### config.mk
export PLATFORM = sky130hd
export DESIGN_NAME = mul_hilo_unit_flat
export DESIGN_NICKNAME = d
export VERILOG_FILES = /design/src/rtl/mul_pkg.sv /design/src/rtl/mul_hilo_unit_if.sv /design/src/rtl/mul_datapath.sv /design/src/rtl/mul_hilo_unit.sv /design/src/flat_wrapper.sv
export SDC_FILE = /design/constraint.sdc
export NUM_CORES = 1
export LEC_CHECK = 0
export CAP_MARGIN = 20
export CORE_UTILIZATION = 49
export CTS_CLUSTER_SIZE = 25
export DETAILED_ROUTE_END_ITERATION = 6
export GPL_TIMING_DRIVEN = 0
export HOLD_SLACK_MARGIN = 0.02
export PLACE_DENSITY = 0.77
export SYNTH_ARGS = -nofsm -noshare
export SYNTH_HDL_FRONTEND = slang
export SYNTH_SLANG_ARGS = --single-unit
### constraint.sdc
create_clock -name clk -period 3.1 [get_ports clk]
set_input_delay 0.62 -clock clk [delete_from_list [all_inputs] [get_ports clk]]
set_output_delay 0.62 -clock clk [all_outputs]
set_load 0.01 [all_outputs]
### src/rtl/mul_pkg.sv
// Opcodes, FSM state type and decode helper shared by the mul_hilo_unit files.
package mul_pkg;

  localparam logic [2:0] ALU_MULT = 3'b011;
  localparam logic [2:0] ALU_MFLO = 3'b101;
  localparam logic [2:0] ALU_MFHI = 3'b100;

  typedef enum logic [1:0] {IDLE, RUN, FIX} mul_state_t;

  function automatic logic is_hilo_op(input logic [2:0] ctl);
    return (ctl == ALU_MULT) || (ctl == ALU_MFLO) || (ctl == ALU_MFHI);
  endfunction

endpackage

### src/rtl/mul_hilo_unit_if.sv
// Execute-stage request/response bundle between the core and mul_hilo_unit.
interface mul_hilo_unit_if #(
  parameter int unsigned WIDTH = 32
) ();

  logic             op_valid;
  logic [2:0]       ALUControl;
  logic [WIDTH-1:0] SrcA;
  logic [WIDTH-1:0] SrcB;
  logic [WIDTH-1:0] Result;
  logic             stall;
  logic             busy;

  modport master (
    output op_valid, ALUControl, SrcA, SrcB,
    input  Result, stall, busy
  );

  modport slave (
    input  op_valid, ALUControl, SrcA, SrcB,
    output Result, stall, busy
  );

endinterface

### src/rtl/mul_datapath.sv
// Radix-2 shift-add multiplier datapath; signed operation when MULT_SIGNED_EN is defined.
module mul_datapath #(
  parameter int unsigned WIDTH = 32
) (
  input  logic               clk,
  input  logic               rst_n,
  input  logic               load,
  input  logic               step,
  input  logic               fix,
  input  logic [WIDTH-1:0]   op_a,
  input  logic [WIDTH-1:0]   op_b,
  output logic [2*WIDTH-1:0] product
);

  logic [WIDTH-1:0]   mcand_q, mcand_d;
  logic [2*WIDTH-1:0] acc_q, acc_d;
  logic               neg_q, neg_d;
  logic [WIDTH-1:0]   mag_a, mag_b;
  logic               sign_in;
  logic [WIDTH:0]     sum;

`ifdef MULT_SIGNED_EN
  assign mag_a   = op_a[WIDTH-1] ? (-op_a) : op_a;
  assign mag_b   = op_b[WIDTH-1] ? (-op_b) : op_b;
  assign sign_in = op_a[WIDTH-1] ^ op_b[WIDTH-1];
`else
  assign mag_a   = op_a;
  assign mag_b   = op_b;
  assign sign_in = 1'b0;
`endif

  // Upper half accumulates; lower half starts as the multiplier and shifts out LSB-first.
  always_comb begin
    acc_d   = acc_q;
    mcand_d = mcand_q;
    neg_d   = neg_q;
    sum     = {1'b0, acc_q[2*WIDTH-1:WIDTH]} + (acc_q[0] ? {1'b0, mcand_q} : '0);
    if (load) begin
      acc_d   = {{WIDTH{1'b0}}, mag_b};
      mcand_d = mag_a;
      neg_d   = sign_in;
    end else if (step) begin
      acc_d = {sum, acc_q[WIDTH-1:1]};
    end
  end

  always_ff @(posedge clk or negedge rst_n) begin
    if (!rst_n) begin
      acc_q   <= '0;
      mcand_q <= '0;
      neg_q   <= 1'b0;
    end else begin
      acc_q   <= acc_d;
      mcand_q <= mcand_d;
      neg_q   <= neg_d;
    end
  end

  assign product = (fix && neg_q) ? (-acc_q) : acc_q;

endmodule

### src/rtl/mul_hilo_unit.sv
// Iterative mult/mflo/mfhi unit with HI/LO; FSM, counter and stall logic around mul_datapath.
// Signed multiply is enabled by defining MULT_SIGNED_EN.
module mul_hilo_unit
  import mul_pkg::*;
#(
  parameter int unsigned WIDTH = 32
) (
  input logic              clk,
  input logic              rst_n,
  mul_hilo_unit_if.slave   bus
);

  localparam int unsigned CntW = $clog2(WIDTH + 1);

  mul_state_t         state_q, state_d;
  logic [CntW-1:0]    cnt_q, cnt_d;
  logic [WIDTH-1:0]   hi_q, lo_q;
  logic [2*WIDTH-1:0] product;
  logic               load, step, fix;

  always_ff @(posedge clk or negedge rst_n) begin
    if (!rst_n) begin
      state_q <= IDLE;
      cnt_q   <= '0;
    end else begin
      state_q <= state_d;
      cnt_q   <= cnt_d;
    end
  end

  always_comb begin
    state_d = state_q;
    cnt_d   = cnt_q;
    unique case (state_q)
      IDLE: begin
        if (bus.op_valid && bus.ALUControl == ALU_MULT) begin
          state_d = RUN;
          cnt_d   = CntW'(WIDTH);
        end
      end
      RUN: begin
        cnt_d = cnt_q - CntW'(1);
        if (cnt_q == CntW'(1)) state_d = FIX;
      end
      FIX:     state_d = IDLE;
      default: state_d = IDLE;
    endcase
  end

  // Reads are only served from IDLE; any mult/HI/LO op while busy is held off.
  always_comb begin
    load       = (state_q == IDLE) && bus.op_valid && (bus.ALUControl == ALU_MULT);
    step       = (state_q == RUN);
    fix        = (state_q == FIX);
    bus.busy   = (state_q != IDLE);
    bus.stall  = bus.op_valid && is_hilo_op(bus.ALUControl) && (state_q != IDLE);
    bus.Result = '0;
    if (bus.op_valid && state_q == IDLE) begin
      case (bus.ALUControl)
        ALU_MFLO: bus.Result = lo_q;
        ALU_MFHI: bus.Result = hi_q;
        default:  bus.Result = '0;
      endcase
    end
  end

  always_ff @(posedge clk or negedge rst_n) begin
    if (!rst_n) begin
      hi_q <= '0;
      lo_q <= '0;
    end else if (fix) begin
      {hi_q, lo_q} <= product;
    end
  end

  mul_datapath #(
    .WIDTH (WIDTH)
  ) u_datapath (
    .clk     (clk),
    .rst_n   (rst_n),
    .load    (load),
    .step    (step),
    .fix     (fix),
    .op_a    (bus.SrcA),
    .op_b    (bus.SrcB),
    .product (product)
  );

endmodule

### src/flat_wrapper.sv
// flat-port wrapper written by rule: the top's interface ports become plain ports
module mul_hilo_unit_flat import mul_pkg::*;
#(
  parameter int unsigned WIDTH = 32
)
  (clk, rst_n, bus_op_valid, bus_ALUControl, bus_SrcA, bus_SrcB, bus_Result, bus_stall, bus_busy);
  mul_hilo_unit_if #(.WIDTH(WIDTH)) bus_i ();
  input logic clk;
  input logic rst_n;
  input wire logic [$bits(bus_i.op_valid)-1:0] bus_op_valid;
  input wire logic [$bits(bus_i.ALUControl)-1:0] bus_ALUControl;
  input wire logic [$bits(bus_i.SrcA)-1:0] bus_SrcA;
  input wire logic [$bits(bus_i.SrcB)-1:0] bus_SrcB;
  output wire logic [$bits(bus_i.Result)-1:0] bus_Result;
  output wire logic [$bits(bus_i.stall)-1:0] bus_stall;
  output wire logic [$bits(bus_i.busy)-1:0] bus_busy;
  assign bus_i.op_valid = bus_op_valid;
  assign bus_i.ALUControl = bus_ALUControl;
  assign bus_i.SrcA = bus_SrcA;
  assign bus_i.SrcB = bus_SrcB;
  assign bus_Result = bus_i.Result;
  assign bus_stall = bus_i.stall;
  assign bus_busy = bus_i.busy;
  mul_hilo_unit #(.WIDTH(WIDTH)) u_core (.clk(clk), .rst_n(rst_n), .bus(bus_i));
endmodule
# [After elaboration in Yosys (flattened, before gate mapping)]
# Index checks and enable logic that the tools add are counted.
[totals] elab_cells=39 input_bits=70 regBits=168 output_inout_bits=34
[op_classes] muxes=10 reduce_logical=13 eq_ne=8 add_sub_neg=2
[op_table] cell="$mux W64" n=2
[op_table] cell="$mux W32" n=2
[op_table] cell="$pmux W32 S2" n=1
[op_table] cell="$add A32 B33 Y33" n=1
[op_table] cell="$pmux W6 S2" n=1
[op_table] cell="$eq A3 B3 Y1 const B" n=2
[op_table] cell="$eq A6 B1 Y1 const B" n=1
[op_table] cell="$mux W6" n=1
[op_table] cell="$reduce_bool A2 Y1" n=3
[op_table] cell="$sub A6 B1 Y6 const B" n=1
[op_table] cell="$logic_and A1 B1 Y1" n=5
[op_table] cell="$mux W2" n=2
[op_table] cell="$pmux W2 S2" n=1
[op_table] cell="$reduce_and A2 Y1" n=2
[op_table] cell="$eq A3 B2 Y1 const B" n=1
[op_table] cell="$eq A2 B1 Y1 const B" n=1
[op_table] cell="$eq A2 B2 Y1 const B" n=1
[op_table] cell="$logic_not A2 Y1" n=1
[op_table] cell="$logic_or A1 B1 Y1" n=2
[op_table] cell="$ne A2 B1 Y1 const B" n=1
[op_table] cell="$ne A2 B2 Y1 const B" n=1

# [Depth between registers and ports, before layout]
# Gate-level depths: netlist of run 1.
[depth] ltp_word=5 ltp_mapped=11 mapped_depth_nobuf=10

# [By module]
# From an unflattened synthesis of run 1, not the netlist that was laid out.
[hier_totals] hier_cells=865 area_unflattened_um2=9131.3
[by_module_without_submodules] module="mul_datapath" seq_area_each_um2=2402.3 n_inst=1 area_each_um2=5850.6 cells_each=607
[by_module_without_submodules] module="mul_hilo_unit" seq_area_each_um2=1801.7 n_inst=1 area_each_um2=3280.6 cells_each=258

# [Least setup slack after synthesis of run 1]
# OpenSTA, ideal clock, no wires.
[synth_timing] path_type="register to register" startpoint="register u_core.u_datapath.acc_q[0]" endpoint="register u_core.u_datapath.acc_q[57]" slack_ns=0.279 period_less_slack_ns=2.821 path_stages_with_launch=12 required_ns=2.978 t_arrival_ns=2.700 n_path_buf=1 setup_time_ns=0.122 path_cell_list="dfrtp_1 clkbuf_1 and2_1 ha_1 fa_1 a21o_1 nand4_1 a21oi_1 nor4_2 nor4_1 or3_1 a32o_1"
[synth_between] elab_chain_len=4
[synth_rtl] element="start, declared" line_no="mul_datapath.sv:16" rtl="logic [2*WIDTH-1:0] acc_q, acc_d;"
[synth_rtl] element="start signal, assigned" line_no="mul_datapath.sv:49" rtl="acc_q <= '0;"
[synth_rtl] element="start signal, assigned" line_no="mul_datapath.sv:53" rtl="acc_q <= acc_d;"
[synth_rtl] element="$mux W32" line_no="mul_datapath.sv:37" rtl="sum = {1'b0, acc_q[2*WIDTH-1:WIDTH]} + (acc_q[0] ? {1'b0, mcand_q} : '0);"
[synth_rtl] element="$add A32 B33 Y33" line_no="mul_datapath.sv:37"
[synth_rtl] element="$mux W64" line_no="mul_datapath.sv:42" rtl="end else if (step) begin"
[synth_rtl] element="$mux W64" line_no="mul_datapath.sv:38" rtl="if (load) begin"
# Every way passes these cells. The select of a mux whose other input is x is not followed.
# A chain may end at the register's enable or synchronous reset.

# [Worst setup path after layout of run 1]
[layout_timing] startpoint="register u_core.u_datapath.acc_q[0]" endpoint="register u_core.u_datapath.acc_q[53]"
# Same word-level chain as after synthesis.

==> results of run 1 <==
-- where the power goes --
| group | internal [uW] | switching, uW |
|---|---|---|
| logic | 1180 | 1680 |
| registers | 2880 | 577 |
| clock network | 1460 | 908 |
-- cells by family after synthesis --
family                     Yosys count  share of synthesized area
AOI/OAI and AO/OA                  204                      0.160
and+or+nand+nor                    370                      0.186
muxes                               67                     0.0846
DFF                                168                      0.473
adders and majority gates           35                     0.0501
buffers and inverters               67                     0.0297
xor gates and xnor gates            17                     0.0167
-- placed cells by master (no fill, tap or decap), types with 6 or more instances in the layout --
master             n
ha_1              30
nand3_1           22
buf_2              6
mux2_2            64
and2_1            32
inv_1              7
o21ai_1           15
a21oi_1           24
a32o_1             6
o21ai_0           26
buf_4              7
a21o_1            17
dfrtp_1          167
nand4_1           10
and3_1             6
nor2_1            50
xnor2_1           12
clkbuf_1          37
dlygate4sd2_1     30
a22oi_1           65
clkdlybuf4s50_1   70
nand2_1          207
or3_1             12
clkbuf_16         18
-- layer usage --
| metal | track usage | part of all wire | vias up |
|---|---|---|---|
| li1 | - | - | 3542 |
| met1 | 0.365 | 0.46 | 3651 |
| met2 | 0.430 | 0.47 | 213 |
| met3 | 0.0367 | 0.041 | 56 |
| met4 | 0.101 | 0.028 | 0 |
| met5 | 0 | 0 | - |
-- cell type report --
cell class | count | area [sq um] | area share
multi-input cells | 693 | 4550 | 0.409
flip-flops and latches | 168 | 4210 | 0.378
repair buffers | 114 | 1120 | 0.101
clock buffers | 19 | 443 | 0.0398
well taps | 225 | 282 | 0.0253
plain buffers | 55 | 279 | 0.0251
clock inverters | 13 | 214 | 0.0192
inverters | 7 | 26.3 | 0.00236
-- path summary, 6_finish.rpt --
| check | from | endpoint | slack [ps] |
|---|---|---|---|
| worst max-delay path | u_core.u_datapath.acc_q[0]$_DFFE_PN0P_ | u_core.u_datapath.acc_q[53]$_DFFE_PN0P_ | 100 |
| min in group clk | u_core.u_datapath.mcand_q[18]$_DFFE_PN0P_ | u_core.u_datapath.mcand_q[18]$_DFFE_PN0P_ | 470 |
| worst min-delay path | rst_n | u_core.u_datapath.mcand_q[8]$_DFFE_PN0P_ | 160 |
| worst max register to register | u_core.u_datapath.acc_q[0]$_DFFE_PN0P_ | u_core.u_datapath.acc_q[53]$_DFFE_PN0P_ | 100 |
| worst min register to register | u_core.u_datapath.mcand_q[18]$_DFFE_PN0P_ | u_core.u_datapath.mcand_q[18]$_DFFE_PN0P_ | 470 |
| max in group asynchronous | rst_n | u_core.u_datapath.acc_q[0]$_DFFE_PN0P_ | 2130 |
-- worst register-to-register path, cell delays in order (launching register included) --
cell and delay [ps]:
dfrtp_2 490, buf_8 170, and2_4 140, ha_4 160, fa_2 350, a21o_1 210
nand4_1 170, a21oi_4 110, nor4_4 250, buf_4 190, nor4_2 60, or3_1 350
a32o_1 250
-- state kept, by name, summed over array words and instances, names as in the netlist --
signal	flops
u_core.u_datapath.acc_q	64
u_core.hi_q	32
u_core.lo_q	32
u_core.u_datapath.mcand_q	32
u_core.cnt_q	6
u_core.state_q	2
-- repair_timing --
item / CTS / global route
cloned: 0 / 2
endpoints found under the setup margin: 49 / 16
buffers inserted: 3 / 5
hold buffers: 0 / 0
resized for setup: 64 / 22
pin swaps: 1 / 7
-- per-stage QoR --
step / cell area (sq um) / setup TNS [ps]
6_report: 11100 / 0
5_1_grt: 11100 / -11.4
2_1_floorplan: 8890 / 0
3_5_place_dp: 10200 / -23590
4_1_cts: 11000 / 0
3_3_place_gp: 10200 / -922350
==> flow_summary.yaml, run 1 <==
status:
  status: "finished clean"
placed_design:
  dp_hpwl_mm: 17.1
  port-buffer-count: 103
  dp_cells: 1257
  place.gp.congestion: 0.901
  dp_slack_ps: -647
yosys:
  yosysMostFrequentCell: "nand2_1"
  synth_top_cell_area_share: 0.473
  yosys-top-cells-count: "nand2_1, dfrtp_1, a22oi_1"
  yosysTopAreaCell: "dfrtp_1"
  synth_edf_count: 0
  syn-num-nets: 1033
  synthTopCellsByArea: "dfrtp_1, nand2_1, mux2_2, a22oi_1, ha_1"
  yosysWarnings: 0
  netlist_instances: 928
  syn_area_sq_um: 8890
  avgSynthCellArea_sq_um: 9.58
  ys_async_sr_fraction: 1.00
  ys.flop_type: "dfrtp_1"
  ys_types: 60
  synth-seq-area-share: 0.473
  synth_seq_cells: 168
clock_network:
  cts.htree.levels: 4
  cts_root_buffer: "clkbuf_16"
  clock-sinks: 168
  worstSkewPairLatency_ps: 430
  cts_tree: "built"
  path_clk_slew_ps: 70
  cts_buffers: 17
  cts_max_path_buffers: 2
sta:
  worst_hold_slack_ps: 158
  setup_viol: 0
  setup_slack_ps: 101
  finalHoldViolCount: 0
  fin_crit_ps: 3000
  rsz0062_at_grt: "true"
  worst_slew_pin_slew_ps: 771
  finalCritPeriodShare: 0.967
  relSlewSlack: 0.486
  drv_slew: 0
  finClkSkew_ps: 11.7
  fmax_mhz: 333
drt:
  vias: 7462
  drc: 0
  via_per_inst: 5.77
  wire_per_inst_um: 18.4
  drtAntennaViolNets: 0
  first_iter_violations: 482
  routed_wl_mm: 23.8
  drt-pass1-iter-count: 5
final_layout:
  fin_nets: 1161
  syn_to_final_growth_pct: 25.1
  layout.cells.non_filler: 1294
  drive_gt1_frac: 0.140
  fill_cells: 1465
  post-route-util: 0.634
  diodes: 0
die:
  core_area_sq_um: 17500
  start_util: 0.507
  num_io_pins: 104
  die_h_um: 137
  dieArea_sq_um: 18700
  die_w_um: 137
  std_cell_rows: 48
worst_setup_path:
  crit_cells: 12
  crit_path_top_delay_cell: "dfrtp_2"
  path_buf_inv: 2
  crit_required_ps: 3420
  cp-start-kind: "flip-flop"
  path_cells: "buf_8, and2_4, ha_4, fa_2, a21o_1, nand4_1, a21oi_4, nor4_4, buf_4, nor4_2, or3_1, a32o_1"
  slowest_delay_ps: 490
  end_kind: "flip-flop"
  crit_type: "reg -> reg"
  cp_data_arrival_time_ps: 3310
  ff2ff_path_depth: 12
  path_max_fanout: 6
  critPathTopFamily: "simple AND/OR/NAND/NOR gates"
grt:
  grt_start_max_net_pins: 94
  gr-usage-all-layers: 0.267
  grt_pass1_wl_mm: 38.0
  first_global_vias: 7406
  overflow: 0
  grt_antenna_before_repair: 0
flow_run:
  max_cap_violations: 0
power:
  ir_worst_vdd_mv: 0.464
  power_leakage_uw: 0.00520
  pwr_density_cell_nw_per_um2: 781
  total_power_uw: 8680
min_path:
  worstHoldPathType: "in -> async"
Note: power is estimated with default switching activity, not from simulation.
==> inputs of run 2 (changes only) <==
--- a/config.mk
+++ b/config.mk
@@ -11,7 +11,7 @@
 export DETAILED_ROUTE_END_ITERATION = 6
 export GPL_TIMING_DRIVEN = 0
 export HOLD_SLACK_MARGIN = 0.02
-export PLACE_DENSITY = 0.77
+export PLACE_DENSITY = 0.71
 export SYNTH_ARGS = -nofsm -noshare
 export SYNTH_HDL_FRONTEND = slang
 export SYNTH_SLANG_ARGS = --single-unit
==> run 2 against run 1 <==
Hold slack gained 58 ps. Wire length down 5.4%. First-iteration DRC count decreased by 6.2%. Cell count fell by 0.15%. Via count shrank 1.6%. Total power decreased by 2.5%. Clock power fell by 5%. Critical path depth unchanged. Maximum frequency down 0.98%. Setup slack worse by 30 ps. Critical path type unchanged. Largest power group unchanged.
==> flow_summary.yaml, run 2 (synthesis gave the netlist of run 1 again) <==
status:
  status: "finished clean"
placed_design:
  dp_hpwl_mm: 16.4
  place.gp.congestion: 0.964
  port-buffer-count: 103
  dp_slack_ps: -608
worst_setup_path:
  crit_type: "reg -> reg"
  end_kind: "flip-flop"
  path_cells: "buf_8, and2_4, ha_4, fa_2, a21o_1, nand4_1, a21oi_4, nor4_4, buf_4, nor4_1, or3_1, a32o_1"
  path_buf_inv: 2
  critPathTopFamily: "simple AND/OR/NAND/NOR gates"
  cp-start-kind: "flip-flop"
  crit_path_top_delay_cell: "dfrtp_2"
  slowest_delay_ps: 490
  worstReg2RegStart: "u_core.u_datapath.acc_q[0]$_DFFE_PN0P_"
  crit_required_ps: 3410
  cp_data_arrival_time_ps: 3340
  setup.worst_path.start: "u_core.u_datapath.acc_q[0]$_DFFE_PN0P_"
  path_max_fanout: 10
power:
  pwr-share-comb: 0.328
  intPower_uw: 5370
  p_switching_uw: 3090
  pwr-share-clk: 0.266
  p_sw_frac: 0.365
  seqPwrFrac: 0.406
  power_leakage_uw: 0.00516
  ir_worst_vdd_mv: 0.461
  pwr_density_cell_nw_per_um2: 767
clock_network:
  clock-sinks: 168
  cts_tree: "built"
  cts_root_buffer: "clkbuf_16"
  path_clk_slew_ps: 70
  cts.htree.levels: 4
  worstSkewPairLatency_ps: 430
  cts_buffers: 17
  cts_max_path_buffers: 2
  cts.hold.buffers_added: 0
die:
  num_io_pins: 104
  dieArea_sq_um: 18700
  die_w_um: 137
  start_util: 0.507
  core_area_sq_um: 17500
  die_h_um: 137
  std_cell_rows: 48
final_layout:
  diodes: 0
  drive_gt1_frac: 0.135
  final_common_cell: "nand2_1"
  mostFrequentLayoutCells: "nand2_1, dfrtp_1, clkdlybuf4s50_1, a22oi_1, mux2_2"
  fin_nets: 1160
  regMostFlops: "u_core.u_datapath.acc_q"
  syn_to_final_growth_pct: 24.2
  largest_register_ffs: 64
  fill_cells: 1485
sta:
  relSlewSlack: 0.468
  tns_ps: 0
  worst_slew_pin_slew_ps: 798
  finalCritPeriodShare: 0.977
  finalHoldViolCount: 0
  setup_slack_ps: 71.5
  setup_viol: 0
  fin_crit_ps: 3030
  fmax_mhz: 330
  drv_slew: 0
  finClkSkew_ps: 9.76
grt:
  grt_pass1_wl_mm: 36.7
  grt_antenna_before_repair: 0
  first_global_vias: 7149
  grt_start_max_net_pins: 101
  gr-usage-all-layers: 0.256
  overflow: 0
drt:
  first_iter_violations: 452
  via_per_inst: 5.68
  vias: 7344
  drtAntennaViolNets: 0
  drt-pass1-iter-count: 5
  drc: 0
  routed_wl_mm: 22.5
  wire_per_inst_um: 17.4
min_path:
  worstHoldPathType: "in -> async"
flow_run:
  max_cap_violations: 0
[run 2: per-stage QoR]
| stage | instance area [sq um] | hold slack (ps) | power [uW] | utilization | std cells |
|---|---|---|---|---|---|
| final | 11000 | 215 | 8470 | 0.630 | 1292 |
| after global routing | 11000 | 282 | 8990 | 0.630 | 1292 |
| after CTS | 11000 | 253 | 8420 | 0.625 | 1289 |
| after detailed placement | 10200 | 454 | 6130 | 0.584 | 1257 |
| after global placement | 10200 | 452 | 6020 | 0.582 | 1256 |
| after floorplan | 8890 | 324 | 5170 | - | 928 |
[run 2: area by class of cell]
cell class	count	area, sq um	area share
timing repair buffer	111	1080	0.0981
inverter	7	26.3	0.00238
sequential	168	4210	0.381
buffer	57	292	0.0264
clock inverter	14	199	0.0180
clock buffer	17	425	0.0385
multi-input combinational	693	4530	0.410
tap	225	282	0.0255
[run 2: path summary, 6_finish.rpt]
kind                                                                  end  slack, ps  depth (start not counted)
worst max-delay path              u_core.u_datapath.acc_q[53]$_DFFE_PN0P_         70                         12
worst min-delay path             u_core.u_datapath.mcand_q[7]$_DFFE_PN0P_        220                          1
worst max register to register    u_core.u_datapath.acc_q[53]$_DFFE_PN0P_         70                         12
worst min register to register  u_core.u_datapath.mcand_q[11]$_DFFE_PN0P_        470                          2
max in group asynchronous                     u_core.hi_q[24]$_DFFE_PN0N_       2070                          2
min in group clk                u_core.u_datapath.mcand_q[11]$_DFFE_PN0P_        470                          2
[run 2: timing repair]
item                                    in CTS  in global routing
endpoints found under the setup margin      47                 12
gates resized for setup                     67                 18
setup buffers                                2                  5
hold endpoints to repair                     0                  0
pin swaps                                    2                  4
[run 2: power by group through the flow]
stage	clock (uW)	combinational, uW	sequential [uW]
3_5_place_dp	0	2680	3440
5_1_grt	2380	3100	3510
4_1_cts	2270	2740	3410
6_report	2260	2780	3440
2_1_floorplan	0	1950	3220
3_3_place_gp	0	2590	3430
[run 2: routing by layer]
| layer | global-route usage | vias to the layer above | part of all wire |
|---|---|---|---|
| met2 | 0.412 | 211 | 0.47 |
| met3 | 0.0444 | 20 | 0.053 |
| met1 | 0.360 | 3558 | 0.46 |
| met4 | 0.0611 | 0 | 0.011 |
| li1 | - | 3555 | - |
| met5 | 0 | - | 0 |
==> inputs of run 3 (changes only) <==
--- a/config.mk
+++ b/config.mk
@@ -11,7 +11,7 @@
 export DETAILED_ROUTE_END_ITERATION = 6
 export GPL_TIMING_DRIVEN = 0
 export HOLD_SLACK_MARGIN = 0.02
-export PLACE_DENSITY = 0.71
+export PLACE_DENSITY = 0.83
 export SYNTH_ARGS = -nofsm -noshare
 export SYNTH_HDL_FRONTEND = slang
 export SYNTH_SLANG_ARGS = --single-unit
==> run 3 against run 2 <==
Register-to-register slack about the same. Setup slack better by 14 ps. Global-route usage rose by 0.93 points. Clock-buffer cell count grew 1. Largest cell class unchanged. Highest routed layer unchanged.
==> flow_summary.yaml, run 3 (synthesis gave the netlist of run 1 again) <==
status:
  status: "finished clean"
power:
  power_leakage_uw: 0.00524
  ir_worst_vdd_mv: 0.461
  pwr_density_cell_nw_per_um2: 785
sta:
  fin_crit_ps: 3010
  relSlewSlack: 0.485
  finalCritPeriodShare: 0.972
  setup_viol: 0
  fmax_mhz: 332
  finalHoldViolCount: 0
  worst_slew_pin_slew_ps: 772
  finClkSkew_ps: 6.59
  rsz0062_at_grt: "true"
  drv_slew: 0
clock_network:
  cts.htree.levels: 4
  worstSkewPairLatency_ps: 440
  cts.hold.buffers_added: 0
  cts_tree: "built"
  cts_buffers: 17
  cts_max_path_buffers: 2
  cts_root_buffer: "clkbuf_16"
  clock-sinks: 168
  path_clk_slew_ps: 60
die:
  die_h_um: 137
  dieArea_sq_um: 18700
  std_cell_rows: 48
  start_util: 0.507
  die_w_um: 137
  core_area_sq_um: 17500
  num_io_pins: 104
worst_setup_path:
  crit_type: "reg -> reg"
  path_max_fanout: 10
  crit_required_ps: 3420
  ff2ff_path_depth: 13
  end_kind: "flip-flop"
  cp-start-kind: "flip-flop"
  cp_data_arrival_time_ps: 3330
final_layout:
  final_common_cell: "nand2_1"
  post-route-util: 0.642
  largest_register_ffs: 64
  mostFrequentLayoutCells: "nand2_1, dfrtp_1, clkdlybuf4s50_1, a22oi_1, mux2_2"
  regMostFlops: "u_core.u_datapath.acc_q"
  fin_nets: 1167
  syn_to_final_growth_pct: 26.6
  diodes: 0
  layout.cells.non_filler: 1300
  drive_gt1_frac: 0.150
drt:
  drt-pass1-iter-count: 5
  wire_per_inst_um: 18.5
  via_per_inst: 5.91
  first_iter_violations: 614
  routed_wl_mm: 24.0
  drc: 0
  drtAntennaViolNets: 0
  vias: 7681
grt:
  met2_usage: 0.420
  grt_pass1_wl_mm: 37.5
  top_usage_layer: "met2"
  grt_start_max_net_pins: 94
  overflow: 0
  gr-usage-all-layers: 0.265
  use_met3: 0.0437
  grt_use_met1: 0.360
  first_global_vias: 7383
  grt_antenna_before_repair: 0
placed_design:
  place.gp.congestion: 0.950
  port-buffer-count: 103
  dp_cells: 1257
  dp_hpwl_mm: 17.0
flow_run:
  max_cap_violations: 0
min_path:
  worstHoldPathType: "in -> async"
-- run 3: cell types whose count changed in the layout (fill, tap and decap cells not counted), moves of 3 or more --
cell        change
buf_2           -3
buf_4           +8
ha_1            -3
ha_4            +5
inv_8           +3
clkinvlp_4      -3
-- run 3: final cells by class --
class / instances / area, sq um
clock inverter: 14 / 235
fill: 1377 / 6280
inverter: 7 / 26.3
buffer: 56 / 282
tap: 225 / 282
sequential: 168 / 4210
multi-input combinational: 693 / 4650
timing repair buffer: 119 / 1140
clock buffer: 18 / 439
-- run 3: final timing paths --
check	from	end	slack [ps]
min in group clk	u_core.u_datapath.mcand_q[9]$_DFFE_PN0P_	u_core.u_datapath.mcand_q[9]$_DFFE_PN0P_	470
max in group asynchronous	rst_n	u_core.u_datapath.acc_q[0]$_DFFE_PN0P_	2090
worst max-delay path	u_core.u_datapath.acc_q[0]$_DFFE_PN0P_	u_core.u_datapath.acc_q[51]$_DFFE_PN0P_	90
worst max register to register	u_core.u_datapath.acc_q[0]$_DFFE_PN0P_	u_core.u_datapath.acc_q[51]$_DFFE_PN0P_	90
worst min-delay path	rst_n	u_core.u_datapath.mcand_q[8]$_DFFE_PN0P_	200
worst min register to register	u_core.u_datapath.mcand_q[9]$_DFFE_PN0P_	u_core.u_datapath.mcand_q[9]$_DFFE_PN0P_	470
-- run 3: report_power, final --
group,switching [uW],internal (uW),leakage [uW]
Clock,942,1480,0.000327
Sequential,573,2880,0.00212
Combinational,1720,1250,0.00280
-- run 3: what timing repair did --
action,CTS,global route
gates resized for setup,60,40
endpoints found under the hold margin,0,0
pin swaps,3,15
cloned,0,0
setup buffers,5,11
endpoints found under the setup margin,49,13
-- run 3: through the flow --
stage	hold slack (ps)	instance area, sq um	power (uW)	setup slack, ps	setup TNS (ps)
finish	198	11300	8840	85.3	0
global route	257	11300	9340	-31.0	-86.3
CTS	227	11000	8620	-7.66	-12.2
detailed placement	455	10200	6150	-587	-18690
global placement	451	10200	6000	-5260	-898090
floorplan	324	8890	5170	279	0
-- run 3: worst max-delay path, stage by stage, from the launching register on --
cell and delay (ps):
dfrtp_2 420, buf_4 150, clkbuf_8 160, and2_4 140
ha_4 170, fa_2 360, a21o_1 190, nand4_1 160
a21oi_4 90, buf_4 150, a22oi_2 280, o21ai_1 180
mux2i_1 150, a311o_1 280
-- run 3: layer usage --
| metal | vias up | part of all wire |
|---|---|---|
| li1 | 3566 | - |
| met1 | 3755 | 0.44 |
| met2 | 304 | 0.47 |
| met3 | 56 | 0.062 |
| met4 | 0 | 0.027 |
| met5 | - | 0 |
